## src/rtl/membrane_debug_serializer_pkg.sv

```systemverilog
`default_nettype none
// ============================================================================
// Module      : membrane_debug_serializer_pkg
// Description : Shared FSM encoding, frame header and payload sizing helper.
//               The CHECKSUM state exists only with DEBUG_FRAME_CHECKSUM_EN.
// Revision    : 1.0 - initial release
// ============================================================================
package membrane_debug_serializer_pkg;

    typedef enum logic [1:0] {
        ST_IDLE     = 2'd0,
        ST_HEADER   = 2'd1,
`ifdef DEBUG_FRAME_CHECKSUM_EN
        ST_PAYLOAD  = 2'd2,
        ST_CHECKSUM = 2'd3
`else
        ST_PAYLOAD  = 2'd2
`endif
    } state_t;

    localparam logic [7:0] c_frame_header = 8'hA5;

    // Potentials plus both spike vectors, rounded up to whole bytes.
    function automatic int calc_payload_bytes(input int n1, input int n2, input int pw);
        return ((n1 + n2) * pw + n1 + n2 + 7) / 8;
    endfunction

endpackage
`default_nettype wire

```

## src/rtl/membrane_debug_serializer_byte_mux.sv

```systemverilog
`default_nettype none
// ============================================================================
// Module      : debug_byte_mux
// Description : Selects byte i_index of the captured payload register.
// Revision    : 1.0 - initial release
// ============================================================================
module debug_byte_mux
    import membrane_debug_serializer_pkg::*;
#(
    parameter int NB = 9,
    parameter int IW = 4
) (
    input  logic [NB*8-1:0] i_payload,
    input  logic [IW-1:0]   i_index,
    output logic [7:0]      o_byte
);

    logic [7:0] w_bytes [NB];

    genvar g;
    generate
        for (g = 0; g < NB; g++) begin : g_byte_slice
            assign w_bytes[g] = i_payload[g*8 +: 8];
        end
    endgenerate

    // Indices past the last byte read as zero.
    always_comb begin
        o_byte = 8'h00;
        for (int k = 0; k < NB; k++) begin
            if (i_index == IW'(k)) begin
                o_byte = w_bytes[k];
            end
        end
    end

endmodule
`default_nettype wire

```

## src/rtl/membrane_debug_serializer.sv

```systemverilog
`default_nettype none
// ============================================================================
// Module      : membrane_debug_serializer
// Description : Captures a spike/membrane snapshot and streams it as a
//               header-led byte frame over a valid/ready link. Optional
//               trailing XOR checksum under DEBUG_FRAME_CHECKSUM_EN.
// Revision    : 1.0 - initial release
// ============================================================================
module membrane_debug_serializer
    import membrane_debug_serializer_pkg::*;
#(
    parameter int N1 = 8,
    parameter int N2 = 2,
    parameter int PW = 6
) (
    input  logic                   clk,
    input  logic                   reset,
    input  logic                   enable,
    input  logic                   snapshot,
    input  logic [(N1+N2)*PW-1:0]  membrane_potential_in,
    input  logic [N1-1:0]          spikes_layer1,
    input  logic [N2-1:0]          spikes_out,
    output logic [7:0]             tx_data,
    output logic                   tx_valid,
    input  logic                   tx_ready,
    output logic                   busy,
    output logic [7:0]             drop_count
);

    localparam int c_pbits = (N1 + N2) * PW + N1 + N2;
    localparam int c_nb    = calc_payload_bytes(N1, N2, PW);
    localparam int c_iw    = (c_nb > 1) ? $clog2(c_nb) : 1;
    localparam logic [c_iw-1:0] c_last_index = c_iw'(c_nb - 1);

    state_t              r_state;
    state_t              w_state_next;
    logic [c_nb*8-1:0]   r_payload;
    logic [c_nb*8-1:0]   w_snapshot_bits;
    logic [c_iw-1:0]     r_index;
    logic [7:0]          r_drop_count;
    logic [7:0]          w_payload_byte;
    logic                w_request;
    logic                w_capture;
    logic                w_drop;
    logic                w_xfer;
    logic                w_last_byte;

    assign w_request   = snapshot & enable;
    assign w_capture   = w_request && (r_state == ST_IDLE);
    assign w_drop      = w_request && (r_state != ST_IDLE);
    assign tx_valid    = (r_state != ST_IDLE);
    assign busy        = (r_state != ST_IDLE);
    assign w_xfer      = tx_valid & tx_ready;
    assign w_last_byte = (r_index == c_last_index);
    assign drop_count  = r_drop_count;

    always_comb begin
        w_snapshot_bits = '0;
        w_snapshot_bits[c_pbits-1:0] = {spikes_out, spikes_layer1, membrane_potential_in};
    end

    debug_byte_mux #(
        .NB (c_nb),
        .IW (c_iw)
    ) u_byte_mux (
        .i_payload (r_payload),
        .i_index   (r_index),
        .o_byte    (w_payload_byte)
    );

`ifdef DEBUG_FRAME_CHECKSUM_EN
    logic [7:0] r_checksum;

    // Seeded with the header at capture, folded in as each payload byte leaves.
    always_ff @(posedge clk) begin
        if (!reset) begin
            r_checksum <= 8'h00;
        end else if (w_capture) begin
            r_checksum <= c_frame_header;
        end else if (w_xfer && (r_state == ST_PAYLOAD)) begin
            r_checksum <= r_checksum ^ w_payload_byte;
        end
    end
`endif

    always_comb begin
        tx_data = 8'h00;
        case (r_state)
            ST_HEADER:   tx_data = c_frame_header;
            ST_PAYLOAD:  tx_data = w_payload_byte;
`ifdef DEBUG_FRAME_CHECKSUM_EN
            ST_CHECKSUM: tx_data = r_checksum;
`endif
            default:     tx_data = 8'h00;
        endcase
    end

    always_comb begin
        w_state_next = r_state;
        case (r_state)
            ST_IDLE: begin
                if (w_capture) begin
                    w_state_next = ST_HEADER;
                end
            end
            ST_HEADER: begin
                if (w_xfer) begin
                    w_state_next = ST_PAYLOAD;
                end
            end
            ST_PAYLOAD: begin
                if (w_xfer && w_last_byte) begin
`ifdef DEBUG_FRAME_CHECKSUM_EN
                    w_state_next = ST_CHECKSUM;
`else
                    w_state_next = ST_IDLE;
`endif
                end
            end
`ifdef DEBUG_FRAME_CHECKSUM_EN
            ST_CHECKSUM: begin
                if (w_xfer) begin
                    w_state_next = ST_IDLE;
                end
            end
`endif
            default: w_state_next = ST_IDLE;
        endcase
    end

    always_ff @(posedge clk) begin
        if (!reset) begin
            r_state <= ST_IDLE;
        end else begin
            r_state <= w_state_next;
        end
    end

    // Payload is written only at capture, so a dropped snapshot cannot disturb it.
    always_ff @(posedge clk) begin
        if (!reset) begin
            r_payload    <= '0;
            r_index      <= '0;
            r_drop_count <= 8'h00;
        end else begin
            if (w_capture) begin
                r_payload <= w_snapshot_bits;
                r_index   <= '0;
            end else if (w_xfer && (r_state == ST_PAYLOAD)) begin
                r_index <= w_last_byte ? '0 : r_index + c_iw'(1);
            end
            if (w_drop && (r_drop_count != 8'hFF)) begin
                r_drop_count <= r_drop_count + 8'd1;
            end
        end
    end

endmodule
`default_nettype wire

```

## config.mk

```make
export PLATFORM = sky130hd
export DESIGN_NAME = membrane_debug_serializer
export DESIGN_NICKNAME = d
export VERILOG_FILES = /design/src/rtl/membrane_debug_serializer_pkg.sv /design/src/rtl/membrane_debug_serializer_byte_mux.sv /design/src/rtl/membrane_debug_serializer.sv
export SDC_FILE = /design/constraint.sdc
export NUM_CORES = 1
export LEC_CHECK = 0
export BUFFER_PORTS_ARGS = -buffer_cell sky130_fd_sc_hd__buf_4
export CAP_MARGIN = 10
export CORE_ASPECT_RATIO = 0.8
export CORE_MARGIN = 2
export CORE_UTILIZATION = 35
export CTS_CLUSTER_SIZE = 8
export DETAILED_ROUTE_END_ITERATION = 8
export SLEW_MARGIN = 5
export SYNTH_ARGS = -nofsm -noshare
export SYNTH_HDL_FRONTEND = slang
export SYNTH_SLANG_ARGS = --single-unit
```

## constraint.sdc

```tcl
create_clock -name clk -period 3.1 [get_ports clk]
set_input_delay 0.155 -clock clk [delete_from_list [all_inputs] [get_ports clk]]
set_output_delay 0.155 -clock clk [all_outputs]
set_load 0.01 [all_outputs]
```

# --- Word-level counts from Yosys, hierarchy flattened ---
# Cells that the tools add are included.
totals:
  regBits: 84
  latchBits: 0
  mem_bits_rw: 0
  mem_bits_ro: 0
  input_bits: 75
  output_inout_bits: 18
  memories: 0
classes:
  n_addsub: 2
  mul: 0
  n_div: 0
  magnitude_cmp: 0
  n_eq_ne: 14
  shifts: 0
  muxes: 15
  bitwise: 3
  reduce_logical: 10
op_table:
  columns: ["cell", "count"]
  rows:
  - ["8-bit two-way mux", 9]
  - ["4-bit by 3-bit == test with 1-bit output, second input constant", 4]
  - ["8-bit one-hot mux with 2 select lines", 1]
  - ["8-bit by 1-bit adder with 8-bit output, second input constant", 1]
  - ["4-bit by 2-bit == test with 1-bit output, second input constant", 2]
  - ["8-bit inequality test, second input constant", 1]
  - ["2-bit two-way mux", 3]
  - ["2-bit inequality test, second input constant", 3]
  - ["2-bit one-hot mux with 3 select lines", 1]
  - ["1-bit logical AND", 5]
  - ["4-bit by 1-bit adder with 4-bit output, second input constant", 1]
  - ["4-bit by 1-bit == test with 1-bit output, second input constant", 1]
  - ["4-bit == test, second input constant", 1]
  - ["4-bit zero test", 1]
  - ["4-bit two-way mux", 1]
  - ["3-bit AND reduction", 1]
  - ["1-bit bitwise AND", 2]
  - ["2-bit by 1-bit == test with 1-bit output, second input constant", 1]
  - ["2-bit == test, second input constant", 1]
  - ["2-bit zero test", 1]
  - ["2-bit nonzero test", 1]
  - ["2-bit OR reduction", 1]
  - ["1-bit NOT", 1]

# --- Depth between registers and ports, before layout ---
depth:
  depth_word: 11
  mapped_depth: 8
  ltp_nobuf: 6

# --- Cells and area by module ---
# From an unflattened synthesis, not the netlist that was laid out.
unflattened:
  cells_unflattened: 525
  area_unflattened_um2: 4181.5
modules_own_cells:
  columns: ["mod", "instances", "cells_per_inst", "area_each_um2", "seq_area_each_um2"]
  rows:
  - ["membrane_debug_serializer", 1, 410, 3415.8, 1681.6]
  - ["debug_byte_mux", 1, 115, 765.7, 0.0]

# --- Worst setup path after synthesis ---
# No wires, ideal clock.
synth_path:
  path_kind: "reg-to-output"
  from: "reg r_index[1]"
  to: "out tx_data[0]"
  arrival_time_ps: 1606
  required_time_ps: 2945
  slack_ps: 1339
  stages_incl_launch_ff: 8
  cell_sequence: "dfxtp_1 -> inv_1 -> ha_1 -> buf_2 -> clkbuf_1 -> a221oi_1 -> nor3_1 -> nor3_1"
synth_between:
  elab_chain_len: 11
  word_cells_on_any_way: 19
  classes_between: "eq/ne: 8; mux: 10; reduce/logical: 1"
synth_rtl:
  columns: ["element", "line", "source"]
  rows:
  - ["start: declaration", "membrane_debug_serializer.sv:39", "logic [c_iw-1:0] r_index;"]
  - ["start signal: assignment", "membrane_debug_serializer.sv:150", "r_index <= w_last_byte ? '0 : r_index + c_iw'(1);"]
  - ["4-bit zero test", "membrane_debug_serializer_byte_mux.sv:31", "if (i_index == IW'(k)) begin"]
  - ["8-bit two-way mux (8 in a row)", "membrane_debug_serializer_byte_mux.sv:31", null]
  - ["8-bit two-way mux *", "membrane_debug_serializer_byte_mux.sv:31", null]
  - ["8-bit one-hot mux with 2 select lines *", "membrane_debug_serializer.sv:88", "case (r_state)"]
  - ["end: declaration", "membrane_debug_serializer.sv:23", "output logic [7:0] tx_data,"]
# Mark *: on every way between the ends. The rest lies on a longest branch, timed or not.

# --- Worst setup path after layout ---
layout_path:
  from: "reg r_index[0]"
  to: "out tx_data[7]"
# Same word-level chain as after synthesis.

==> results.json <==
{
  "yosysUniqueCellTypes": 46,
  "dieArea_um2": 13200,
  "die_height_um": 103,
  "reg2reg_depth": 7,
  "yosys.area.top_type": "dfxtp_1",
  "yosysWarnings": 0,
  "yosysTopAreaCellShare_pct": 39.2,
  "antenna_cells": 0,
  "vias": 3986,
  "final_hold_viol_count": 0,
  "synth_edf_count": 0,
  "dp_hpwl_um": 8570,
  "viasPerCell": 5.14,
  "status": "completed",
  "maxCapViolations": 0,
  "relSlewSlack_pct": 44.9,
  "root_buffer": "clkbuf_16",
  "startpoint_type": "flip-flop",
  "synth_cells": 555,
  "yosys_register_bits": 84,
  "drc": 0,
  "gp_congestion": 0.955,
  "rsz0062_at_grt": "no",
  "finalSetupViolations": 0,
  "syn_to_final_growth_pct": 25.0,
  "ys_seq_area_share_pct": 39.2,
  "synth.top_cells.by_area": "dfxtp_1, nand2_1, a21boi_0",
  "netlist_area_um2": 4290,
  "hold_path.class": "input port to flip-flop",
  "fin_worst_skew_ns": 0.00513,
  "io_pins": 93,
  "postRouteAntennaNets": 0,
  "ir_drop_uv": 319,
  "clk_latency_ns": 0.34,
  "coreArea_um2": 12100,
  "path_class": "flip-flop to output pin",
  "grt-ovfl-total": 0,
  "clockBufferDepth": 2,
  "syn_nets": 638,
  "fin_nets": 702,
  "track_usage_pct": 18.2,
  "fmax_mhz": 353,
  "synth_common_cells": "nand2_1, dfxtp_1, a21boi_0",
  "cts_sinks": 84,
  "drive_above_1_share_pct": 19.6,
  "final_cell_area_um2": 5360,
  "final_util_pct": 44.4,
  "min_period_ns": 2.83,
  "dominantRegCellSynth": "dfxtp_1",
  "endpoint_kind": "output pin",
  "drt_iter0_markers": 266,
  "finalWirelength_um": 11800,
  "cp_data_arrival_time_ns": 2.68,
  "grt_max_degree": 87,
  "dp_slack_ns": 0.654,
  "dr.pass1.iters": 4,
  "async_reset_ff_share_pct": 0,
  "tns_ns": 0,
  "min_path_cells": 3,
  "grt_pass1_vias": 3670,
  "postCtsSetupRepairBufs": 0,
  "synth_most_common_cell": "nand2_1",
  "worstMarginPinSlew_ns": 0.827,
  "cts_buffers": 9,
  "cellPowerDensity_nw_per_um2": 478,
  "clkTransAtPathRegs_ns": 0.06,
  "fin_crit_sh_pct": 91.4,
  "antenna_found_initial": 0,
  "p_leak_nw": 2.06,
  "htree_levels": 3,
  "start_util_pct": 35.5,
  "total_power_mw": 2.56,
  "final_max_slew_viol_count": 0,
  "rows": 36,
  "cp_max_fo": 19,
  "worst_slack_ns": 0.267,
  "portBuffers": 92,
  "grt_pass1_wl_um": 18700,
  "cts_tree": "yes",
  "fp.dieW_um": 128,
  "ctsHoldBuffers": 0,
  "critical_path_required_ns": 2.94,
  "postSynthAreaPerCell_um2": 7.73,
  "placed_area_um2": 5030,
  "wl_per_cell_um": 15.2
}
## cell families (layout without fill, tap and decap cells)
| family | Yosys count | count (layout) | synth area share [%] |
|---|---|---|---|
| simple gates | 239 | 239 | 24.8 |
| compound gates | 159 | 159 | 26.2 |
| flops | 84 | 84 | 39.2 |
| buf+inv | 59 | 128 | 6.13 |
| fa+ha+maj | 8 | 8 | 2.33 |
| mux | 4 | 4 | 0.934 |
| xor+xnor | 2 | 2 | 0.409 |
## where the power goes
part | switching [mW] | total, mW | internal (mW)
sequential | 0.0307 | 1.16 | 1.13
combinational | 0.120 | 0.247 | 0.127
clock | 0.433 | 1.16 | 0.727
total | 0.584 | 2.56 | 1.98
## cells in the final DEF, fill, tap and decap left out, types with 4 or more instances in the layout
cell,Yosys,layout
a211oi_1,8,8
a21boi_0,71,71
a21oi_1,29,29
a221oi_1,4,4
a31oi_1,4,4
buf_4,1,95
clkbuf_16,0,9
dfxtp_1,84,84
ha_1,8,7
inv_1,15,15
mux2i_1,4,4
nand2_1,169,169
nand2b_1,11,11
nand3_1,6,5
nand3b_1,12,12
nor2_1,16,16
nor2b_1,6,6
nor3_1,7,7
o21a_1,5,5
o21ai_0,17,17
o22ai_1,5,5
## sequential cells by signal, indices dropped and copies added, names as in the netlist
name        count
r_index         4
r_payload      70
r_state         2
drop_count      8
## metrics by stage
step | hold slack, ns | cells
after global routing | 0.0707 | 776
after floorplan | 0.300 | 555
after detailed placement | 0.427 | 760
final | 0.0686 | 776
after global placement | 0.423 | 760
after CTS | 0.0616 | 776
## critical path, cell delays in order, from the launching register on
cell      delay, ns
dfxtp_1        0.35
inv_1          0.11
ha_1           0.63
buf_4          0.30
a21oi_1        0.07
a221oi_2       0.28
o221ai_1       0.15
a21boi_1       0.26
buf_4          0.18
## worst paths after layout
path,start,endpoint,slack (ns)
worst max-delay path,r_index[0],tx_data[7],0.27
worst min-delay path,membrane_potential_in[40],r_payload[40],0.07
worst min register to register,r_payload[7],r_payload[7],0.47
worst max register to register,r_index[0],r_state[1],0.94
## final cells by class
cell class                 count  area (um^2)
fill                        1254         6710
sequential                    84         1680
timing repair buffer          97          753
clock inverter                 6         87.6
tap                          152          190
multi-input combinational    412         2350
clock buffer                  10          239
inverter                      15         56.3
## routing by layer
metal	routed length (um)	vias up	track usage (%)
met5	0	-	0
met4	170	0	6.34
met3	758	15	3.68
met2	4930	133	26.8
met1	5950	1829	26.4
li1	-	2009	-
## what timing repair did
item	CTS	global route
gates resized for setup	0	1
endpoints found under the hold margin	0	0
endpoints found under the setup margin	0	1
(Power assumes the default switching activity.)
